==> config.mk <==
export PLATFORM = sky130hd
export DESIGN_NAME = seg_scan_ctrl
export DESIGN_NICKNAME = d
export VERILOG_FILES = /design/src/rtl/seg_pkg.sv /design/src/rtl/hex_to_seg7.sv /design/src/rtl/seg_scan_ctrl.sv
export SDC_FILE = /design/constraint.sdc
export NUM_CORES = 1
export LEC_CHECK = 0
export ABC_AREA = 0
export CORE_ASPECT_RATIO = 0.6
export CORE_UTILIZATION = 50
export DETAILED_ROUTE_END_ITERATION = 8
export PLACE_DENSITY = 0.69
export SYNTH_ARGS = -nofsm -noshare
export SYNTH_HDL_FRONTEND = slang
export SYNTH_SLANG_ARGS = --single-unit
==> constraint.sdc <==
create_clock -name clk -period 3.5 [get_ports clk]
set_input_delay 0.7 -clock clk [delete_from_list [all_inputs] [get_ports clk]]
set_output_delay 0.7 -clock clk [all_outputs]
set_load 0.02 [all_outputs]
==> src/rtl/seg_pkg.sv <==
// Shared types and constants for the 7-segment scan controller:
// FSM state encoding, frame geometry and active-high g..a glyphs for 0-F.
package seg_pkg;

   localparam int FRAME_W = 12;
   localparam int DIGITS  = 4;

   typedef enum logic [1:0] {
      LOAD  = 2'd0,
      SEND  = 2'd1,
      DWELL = 2'd2
   } scan_state_t;

   // Glyphs are active-high, bit order {g,f,e,d,c,b,a}
   localparam logic [6:0] GLYPH_0 = 7'h3F;
   localparam logic [6:0] GLYPH_1 = 7'h06;
   localparam logic [6:0] GLYPH_2 = 7'h5B;
   localparam logic [6:0] GLYPH_3 = 7'h4F;
   localparam logic [6:0] GLYPH_4 = 7'h66;
   localparam logic [6:0] GLYPH_5 = 7'h6D;
   localparam logic [6:0] GLYPH_6 = 7'h7D;
   localparam logic [6:0] GLYPH_7 = 7'h07;
   localparam logic [6:0] GLYPH_8 = 7'h7F;
   localparam logic [6:0] GLYPH_9 = 7'h6F;
   localparam logic [6:0] GLYPH_A = 7'h77;
   localparam logic [6:0] GLYPH_B = 7'h7C;
   localparam logic [6:0] GLYPH_C = 7'h39;
   localparam logic [6:0] GLYPH_D = 7'h5E;
   localparam logic [6:0] GLYPH_E = 7'h79;
   localparam logic [6:0] GLYPH_F = 7'h71;

endpackage

==> src/rtl/hex_to_seg7.sv <==
// Combinational nibble to active-high 7-segment glyph decoder.
// Polarity and decimal point are applied by the caller.
module hex_to_seg7
   import seg_pkg::*;
(
   input  logic [3:0] nibble,
   output logic [6:0] glyph
);

   // Plain lookup of the glyph table
   always_comb begin
      glyph = GLYPH_0;
      case (nibble)
         4'h0: glyph = GLYPH_0;
         4'h1: glyph = GLYPH_1;
         4'h2: glyph = GLYPH_2;
         4'h3: glyph = GLYPH_3;
         4'h4: glyph = GLYPH_4;
         4'h5: glyph = GLYPH_5;
         4'h6: glyph = GLYPH_6;
         4'h7: glyph = GLYPH_7;
         4'h8: glyph = GLYPH_8;
         4'h9: glyph = GLYPH_9;
         4'hA: glyph = GLYPH_A;
         4'hB: glyph = GLYPH_B;
         4'hC: glyph = GLYPH_C;
         4'hD: glyph = GLYPH_D;
         4'hE: glyph = GLYPH_E;
         default: glyph = GLYPH_F;
      endcase
   end

endmodule

==> src/rtl/seg_scan_ctrl.sv <==
// 4-digit 7-segment scan scheduler. Offers one {segments, anodes} frame per
// digit over valid/ready, then dwells DWELL_CYCLES before the next digit.
// Optional build macro LEADING_ZERO_BLANK_EN blanks leading zero digits 3..1.
module seg_scan_ctrl
   import seg_pkg::*;
#(
   parameter int DWELL_CYCLES   = 50000,
   parameter bit SEG_ACTIVE_LOW = 1'b1,
   parameter bit AN_ACTIVE_LOW  = 1'b0
)(
   input  logic               clk,
   input  logic               rst,
   input  logic               i_we,
   input  logic [15:0]        i_value,
   input  logic [3:0]         i_dp,
   output logic [FRAME_W-1:0] o_frame,
   output logic               o_frame_valid,
   input  logic               i_frame_ready,
   output logic               o_scan_start
);

   localparam int CNT_W = $clog2(DWELL_CYCLES + 1);
   localparam logic [CNT_W-1:0] CNT_LAST = CNT_W'(DWELL_CYCLES - 1);
   localparam logic [FRAME_W-1:0] BLANK_FRAME =
      {(SEG_ACTIVE_LOW ? 8'hFF : 8'h00), (AN_ACTIVE_LOW ? 4'hF : 4'h0)};

   scan_state_t        state_reg, state_next;
   logic [1:0]         idx_reg, idx_next;
   logic [CNT_W-1:0]   cnt_reg, cnt_next;
   logic [15:0]        shadow_value_reg;
   logic [3:0]         shadow_dp_reg;
   logic [15:0]        active_value_reg, active_value_next;
   logic [3:0]         active_dp_reg, active_dp_next;
   logic [FRAME_W-1:0] frame_reg, frame_next;
   logic               scan_start_reg, scan_start_next;

   logic [15:0]        load_value;
   logic [3:0]         load_dp;
   logic [3:0]         cur_nibble;
   logic [6:0]         glyph;
   logic [3:0]         lead_zero;
   logic [3:0]         an_sel;
   logic [7:0]         seg_raw;
   logic [FRAME_W-1:0] built_frame;

   // At digit 0 the scan picks up the newest shadow, including a same-cycle write
   assign load_value = (idx_reg == 2'd0) ? (i_we ? i_value : shadow_value_reg) : active_value_reg;
   assign load_dp    = (idx_reg == 2'd0) ? (i_we ? i_dp : shadow_dp_reg) : active_dp_reg;
   assign cur_nibble = load_value[{idx_reg, 2'b00} +: 4];

   hex_to_seg7 u_dec (
      .nibble (cur_nibble),
      .glyph  (glyph)
   );

   // One-hot anode select, one bit per digit position
   generate
      for (genvar gi = 0; gi < DIGITS; gi++) begin : g_an
         assign an_sel[gi] = (idx_reg == 2'(gi));
      end
   endgenerate

`ifdef LEADING_ZERO_BLANK_EN
   // A digit is a leading zero when it and every digit to its left are zero
   assign lead_zero[0] = 1'b0;
   generate
      for (genvar gi = 1; gi < DIGITS; gi++) begin : g_lz
         assign lead_zero[gi] = (load_value[15:4*gi] == '0);
      end
   endgenerate
`else
   assign lead_zero = 4'b0000;
`endif

   // Assemble the frame for the current digit, then apply output polarities
   always_comb begin
      seg_raw     = {load_dp[idx_reg], (lead_zero[idx_reg] ? 7'h00 : glyph)};
      built_frame = {(SEG_ACTIVE_LOW ? ~seg_raw : seg_raw),
                     (AN_ACTIVE_LOW ? ~an_sel : an_sel)};
   end

   // Next-state logic for the LOAD -> SEND -> DWELL scan loop
   always_comb begin
      state_next        = state_reg;
      idx_next          = idx_reg;
      cnt_next          = cnt_reg;
      active_value_next = active_value_reg;
      active_dp_next    = active_dp_reg;
      frame_next        = frame_reg;
      scan_start_next   = 1'b0;
      case (state_reg)
         LOAD: begin
            frame_next = built_frame;
            if (idx_reg == 2'd0) begin
               active_value_next = load_value;
               active_dp_next    = load_dp;
            end
            state_next = SEND;
         end
         SEND: begin
            if (i_frame_ready) begin
               state_next      = DWELL;
               cnt_next        = '0;
               scan_start_next = (idx_reg == 2'd0);
            end
         end
         DWELL: begin
            if (cnt_reg == CNT_LAST) begin
               idx_next   = idx_reg + 2'd1;
               state_next = LOAD;
            end else begin
               cnt_next = cnt_reg + 1'b1;
            end
         end
         default: state_next = LOAD;
      endcase
   end

   // Scan state, counters and output registers
   always_ff @(posedge clk) begin
      if (rst) begin
         state_reg        <= LOAD;
         idx_reg          <= 2'd0;
         cnt_reg          <= '0;
         active_value_reg <= '0;
         active_dp_reg    <= '0;
         frame_reg        <= BLANK_FRAME;
         scan_start_reg   <= 1'b0;
      end else begin
         state_reg        <= state_next;
         idx_reg          <= idx_next;
         cnt_reg          <= cnt_next;
         active_value_reg <= active_value_next;
         active_dp_reg    <= active_dp_next;
         frame_reg        <= frame_next;
         scan_start_reg   <= scan_start_next;
      end
   end

   // Shadow registers follow every write strobe regardless of scan state
   always_ff @(posedge clk) begin
      if (rst) begin
         shadow_value_reg <= '0;
         shadow_dp_reg    <= '0;
      end else if (i_we) begin
         shadow_value_reg <= i_value;
         shadow_dp_reg    <= i_dp;
      end
   end

   assign o_frame       = frame_reg;
   assign o_frame_valid = (state_reg == SEND);
   assign o_scan_start  = scan_start_reg;

endmodule

# == Word level (Yosys, flattened, before mapping) ==
# Memories as Yosys holds them, arrays and structs flattened.
# Index checks and enable logic that the tools add are counted.
# word_totals
word_cells,49
inputBits,24
ff_bits,73
rom_bits,112
memories,1
# classes
magnitude_cmp,1
reduce_logical,8
n_bitwise,3
eq_ne,9
muxes,15
shift,1
n_addsub,2
# memory_table
name,words,width,rd,rd_ports_with_merged_regs,wr,line,source
(name not given),16,7,1,0,0,hex_to_seg7.sv:13,case (nibble)
# ops
operator,count
16-bit two-way mux,4
16-bit case mux with 2 select lines,1
"16-bit by 1-bit adder with 16-bit output, second input constant",1
"16-bit equality test, second input constant",1
16-bit by 5-bit indexed part select with 4-bit output,1
4-bit two-way mux,2
8-bit NOT,1
7-bit two-way mux,1
"2-bit equality test, second input constant",3
2-bit case mux with 3 select lines,1
2-bit AND reduction,3
1-bit binary-select mux with 2-bit select,2
"2-bit by 1-bit equality test with 1-bit output, second input constant",2
2-bit logical NOT,2
2-bit two-way mux,2
"2-bit inequality test, second input constant",2
"2-bit by 3-bit < comparator with 1-bit output, second input constant",1
3-bit AND reduction,1
3-bit OR reduction,1
"2-bit by 1-bit adder with 2-bit output, second input constant",1
1-bit two-way mux,2
"2-bit by 1-bit inequality test with 1-bit output, second input constant",1
1-bit NOT,2
2-bit nonzero test,1

# == Logic depth before layout (Yosys ltp) ==
# An unclocked memory read counts as a cell.
# logic_depth
word_depth,6
ltp_mapped,13
depth_no_buf,11

# == Modules after synthesis ==
# A second synthesis with hierarchy kept.
# unflattened
cells_unflattened,387
hier_area_um2,3464.6
# modules_own_cells
module,cells_each,n_inst,seq_area_each_um2,area_per_inst_um2
seg_scan_ctrl,354,1,1461.4,3176.8
hex_to_seg7,33,1,0.0,287.8

# == Least setup slack after synthesis ==
# OpenSTA, ideal clock, no wires.
# synth_path
path_type,flip-flop to flip-flop
startpoint,register idx_reg[0]
endpoint,"register frame_reg[6], in the netlist o_frame[6]"
t_arrival_ns,2.668
t_required_ns,3.426
stages_incl_launch_ff,11
setup_ns,0.074
slack_ns,0.757
n_path_buf,2
path_cell_list,dfxtp_1 -> buf_4 -> inv_1 -> ha_1 -> clkbuf_1 -> nor2_1 -> a21o_1 -> mux4_2 -> ha_1 -> or3_1 -> a31oi_1
# synth_via
elab_chain_len,6
# synth_rtl
item,line,source
"start, declared",seg_scan_ctrl.sv:28,"logic [1:0] idx_reg, idx_next;"
"start signal, assigned",seg_scan_ctrl.sv:131,idx_reg <= idx_next;
2-bit logical NOT,--,
net an_sel[0],seg_scan_ctrl.sv:42,logic [3:0] an_sel;
16-bit two-way mux,seg_scan_ctrl.sv:47,assign load_value = (idx_reg == 2'd0) ? (i_we ? i_value : shadow_value_reg) : active_value_reg;
16-bit by 5-bit indexed part select with 4-bit output,seg_scan_ctrl.sv:49,"assign cur_nibble = load_value[{idx_reg, 2'b00} +: 4];"
memory 16 x 7 bit,--,
7-bit two-way mux,seg_scan_ctrl.sv:77,"seg_raw = {load_dp[idx_reg], (lead_zero[idx_reg] ? 7'h00 : glyph)};"
8-bit NOT,seg_scan_ctrl.sv:78,"built_frame = {(SEG_ACTIVE_LOW ? ~seg_raw : seg_raw),"
"end signal, assigned",seg_scan_ctrl.sv:135,frame_reg <= frame_next;
"end, declared",seg_scan_ctrl.sv:34,"logic [FRAME_W-1:0] frame_reg, frame_next;"
# The timed path passes the listed nets, and every way through them passes these cells. The select of a mux whose other input is x is not followed.
# A chain may end at the register's enable or synchronous reset.

# == Final worst setup path ==
# Same ends and word-level chain as after synthesis.

==> metrics.md <==
| Metric | Value |
|---|---|
| Cell area after synthesis | `0.00338 mm²` |
| Crit Path Class | `register to register` |
| Die Height | `65.7 µm` |
| Rows | `22` |
| TritonCTS buffer count | `9` |
| Pwr Total | `2.09 mW` |
| Via Count | `2599` |
| DIE AREA | `0.00711 mm²` |
| Pins over their slew limit | `0` |
| Tcrit/Tclk final | `84.2%` |
| Top Ports | `38` |
| Max H-tree Level | `3` |
| Clock network fraction of design power | `43.2%` |
| GRT overflow | `0` |
| Max VDD drop | `0.393 mV` |
| Hold WC Path Type | `register to register` |
| Least-Margin Pin Slew | `0.774 ns` |
| Half-perimeter wire length after placement | `4.86 mm` |
| Ys flop type | `dfxtp_1` |
| PostCTS Resize Cnt | `0` |
| Number of max-cap violations | `0` |
| Worst R2R Path Depth | `8` |
| Gpl congestion | `0.817` |
| Synth warn | `0` |
| Final setup fails | `0` |
| Layout Skew | `0.00615 ns` |
| Worst EP required | `3.75 ns` |
| Area leader, netlist | `dfxtp_1` |
| Switch Pwr | `0.491 mW` |
| Synth cell count leaders | `dfxtp_1, nor2_1, mux2i_1, nand2_1` |
| Post-synth EDFFs | `0` |
| Crit start category | `register` |
| #FFs+latches synth | `73` |
| Async set or reset register ratio after synthesis | `0%` |
| Top cells by area, synth | `dfxtp_1, mux2i_1, nor2_1` |
| Final Instance Area | `0.00412 mm²` |
| Worst skew pair latency | `0.33 ns` |
| Syn nets | `401` |
| P_leak | `1.68 nW` |
| Comb power frac | `13.4%` |
| Most instantiated library cell after synthesis | `dfxtp_1` |
| Post CTS Setup Buffer Count | `0` |
| Distinct cells, synth | `44` |
| Initial core utilization | `53.5%` |
| Origin of the critical flop-to-flop path | `idx_reg[0]$_SDFFE_PP0P_` |
| Vias in the first global route | `2406` |
| Antenna violations before repair | `0` |
| R2R Setup Slk | `0.55 ns` |
| Unrepaired setup endpoints after global routing | `false` |
| Avg WL per Cell | `14.2 µm` |
| First-pass GRT wire length | `11.8 mm` |
| DRC errors left | `0` |
| Area post-placement | `0.00382 mm²` |
| Drt via density | `5.34` |
| Sequential power share | `43.4%` |
| Worst r2r dst | `o_frame[6]$_SDFFE_PP1N_` |
| Status | `finished clean` |
| Sink Count | `73` |
| Layout cell share with drive strength beyond 1 | `8.93%` |
| Post-layout net count | `434` |
| CTS Hold Bufs | `0` |
| Pin count of the biggest net entering global routing | `41` |
| Worst EP arrival | `3.20 ns` |
| Post-synth top area share | `43.2%` |
| All-layer global routing usage | `22.4%` |
| Crit path to | `o_frame[6]$_SDFFE_PP1N_` |
| Final ANT Viol Nets | `0` |
| Die Wd | `108 µm` |
| Clock slew seen by the registers of the worst setup and hold paths | `0.06 ns` |
| PortBufs | `37` |
| CTS root buf | `clkbuf_16` |
| Worst slew margin | `48.4%` |
| Internal | `1.60 mW` |
| Post-Syn Instances | `366` |
| Ant. Diodes | `0` |
| Hold Violations, Final | `0` |
| Max Fclk | `0.340 GHz` |
| DR pass1 iterations | `5` |
| CP startpoint | `idx_reg[0]$_SDFFE_PP0P_` |
| Synth-to-layout area growth | `21.7%` |
| PD cells | `508 mW/mm²` |
| Fin crit period | `2.95 ns` |
| DRT iter0 DRCs | `84` |
| Setup TNS | `0 ns` |
| CTS Buffer Depth | `2` |
| CP Max Fanout | `20` |
| Core footprint | `0.00633 mm²` |
| Post-Route WL | `6.92 mm` |
| Sw Share | `23.5%` |
| Post-synthesis sequential area ratio | `43.2%` |
| CTS tree | `yes` |
| Crit end category | `register` |
| Syn_area_per_cell | `9.25 µm²` |
## kinds of logic after synthesis
family	Yosys count	share of synthesized area [%]
adder cells (fa/ha/maj)	11	4.07
XOR/XNOR	12	3.11
flip-flops	73	43.2
AND/OR/NAND/NOR	130	17.7
AO/OA/AOI/OAI	62	12.3
multiplexers	40	14.7
buffers and inverters	38	4.92
## placed cells by master, fill, tap and decap left out, drive strengths merged, types with 3 or more instances in the layout
| master | instances |
|---|---|
| buf | 7 |
| nand3 | 6 |
| a21oi | 13 |
| dfxtp | 73 |
| xor2 | 4 |
| nor2 | 63 |
| a21o | 16 |
| clkdlybuf4s50 | 36 |
| nand2 | 25 |
| clkbuf | 12 |
| a211oi | 9 |
| ha | 11 |
| nor3 | 7 |
| mux2 | 7 |
| mux4 | 7 |
| o31ai | 4 |
| clkinv | 3 |
| or3 | 5 |
| xnor2 | 8 |
| mux2i | 26 |
| a31oi | 5 |
| nor2b | 3 |
| inv | 16 |
| nor3b | 9 |
| o21ai | 6 |
## power groups by stage
| stage | clock [mW] | sequential, mW | combinational [mW] |
|---|---|---|---|
| 2_1_floorplan | 0 | 0.937 | 0.171 |
| 3_3_place_gp | 0 | 0.923 | 0.276 |
| 3_5_place_dp | 0 | 0.924 | 0.280 |
| 4_1_cts | 0.924 | 0.907 | 0.282 |
| 5_1_grt | 0.964 | 0.911 | 0.309 |
| 6_report | 0.903 | 0.906 | 0.281 |
## through the flow
step	hold slack (ns)	utilization, %	instances	worst slack [ns]
2_1_floorplan	0.443	-	366	0.757
3_3_place_gp	0.445	60.4	472	0.382
3_5_place_dp	0.449	60.4	472	0.326
4_1_cts	0.457	65.1	487	0.568
5_1_grt	0.488	65.1	487	0.303
6_report	0.455	65.1	487	0.555
## cell type report
cell class                 instances  area [µm²]
tap                               84         105
clock buffer                      12         256
inverter                          17        63.8
timing repair buffer              43         435
multi-input combinational        255        1760
sequential                        73        1460
fill                             543        2210
clock inverter                     3        40.0
## per-layer routing
layer	track usage, %	up-vias	wire, µm
met5	0	-	0
met4	7.19	0	26
met1	32.2	1206	3780
met3	6.55	6	311
met2	31.8	57	2800
li1	-	1330	-
## worst min-delay path by stage
stage                                                  from                           endpoint  slack [ns]  cells after the start
after floorplan           active_value_reg[14]$_SDFFE_PP0P_  active_value_reg[14]$_SDFFE_PP0P_        0.44                      2
after global placement              o_frame[1]$_SDFFE_PP0N_            o_frame[1]$_SDFFE_PP0N_        0.44                      2
after detailed placement            o_frame[1]$_SDFFE_PP0N_            o_frame[1]$_SDFFE_PP0N_        0.45                      2
after CTS                           o_frame[1]$_SDFFE_PP0N_            o_frame[1]$_SDFFE_PP0N_        0.46                      2
after global routing                o_frame[1]$_SDFFE_PP0N_            o_frame[1]$_SDFFE_PP0N_        0.49                      2
final                               o_frame[1]$_SDFFE_PP0N_            o_frame[1]$_SDFFE_PP0N_        0.45                      2
## worst max-delay path, cell delays in order, from the launching register on
cell and delay [ns]:
dfxtp_1 0.31, inv_1 0.18, ha_1 0.70, nor2_1 0.11
a21o_1 0.18, mux4_2 0.54, ha_1 0.30, or3_1 0.38
a31oi_1 0.16
Note: power is estimated with default switching activity, not from simulation.
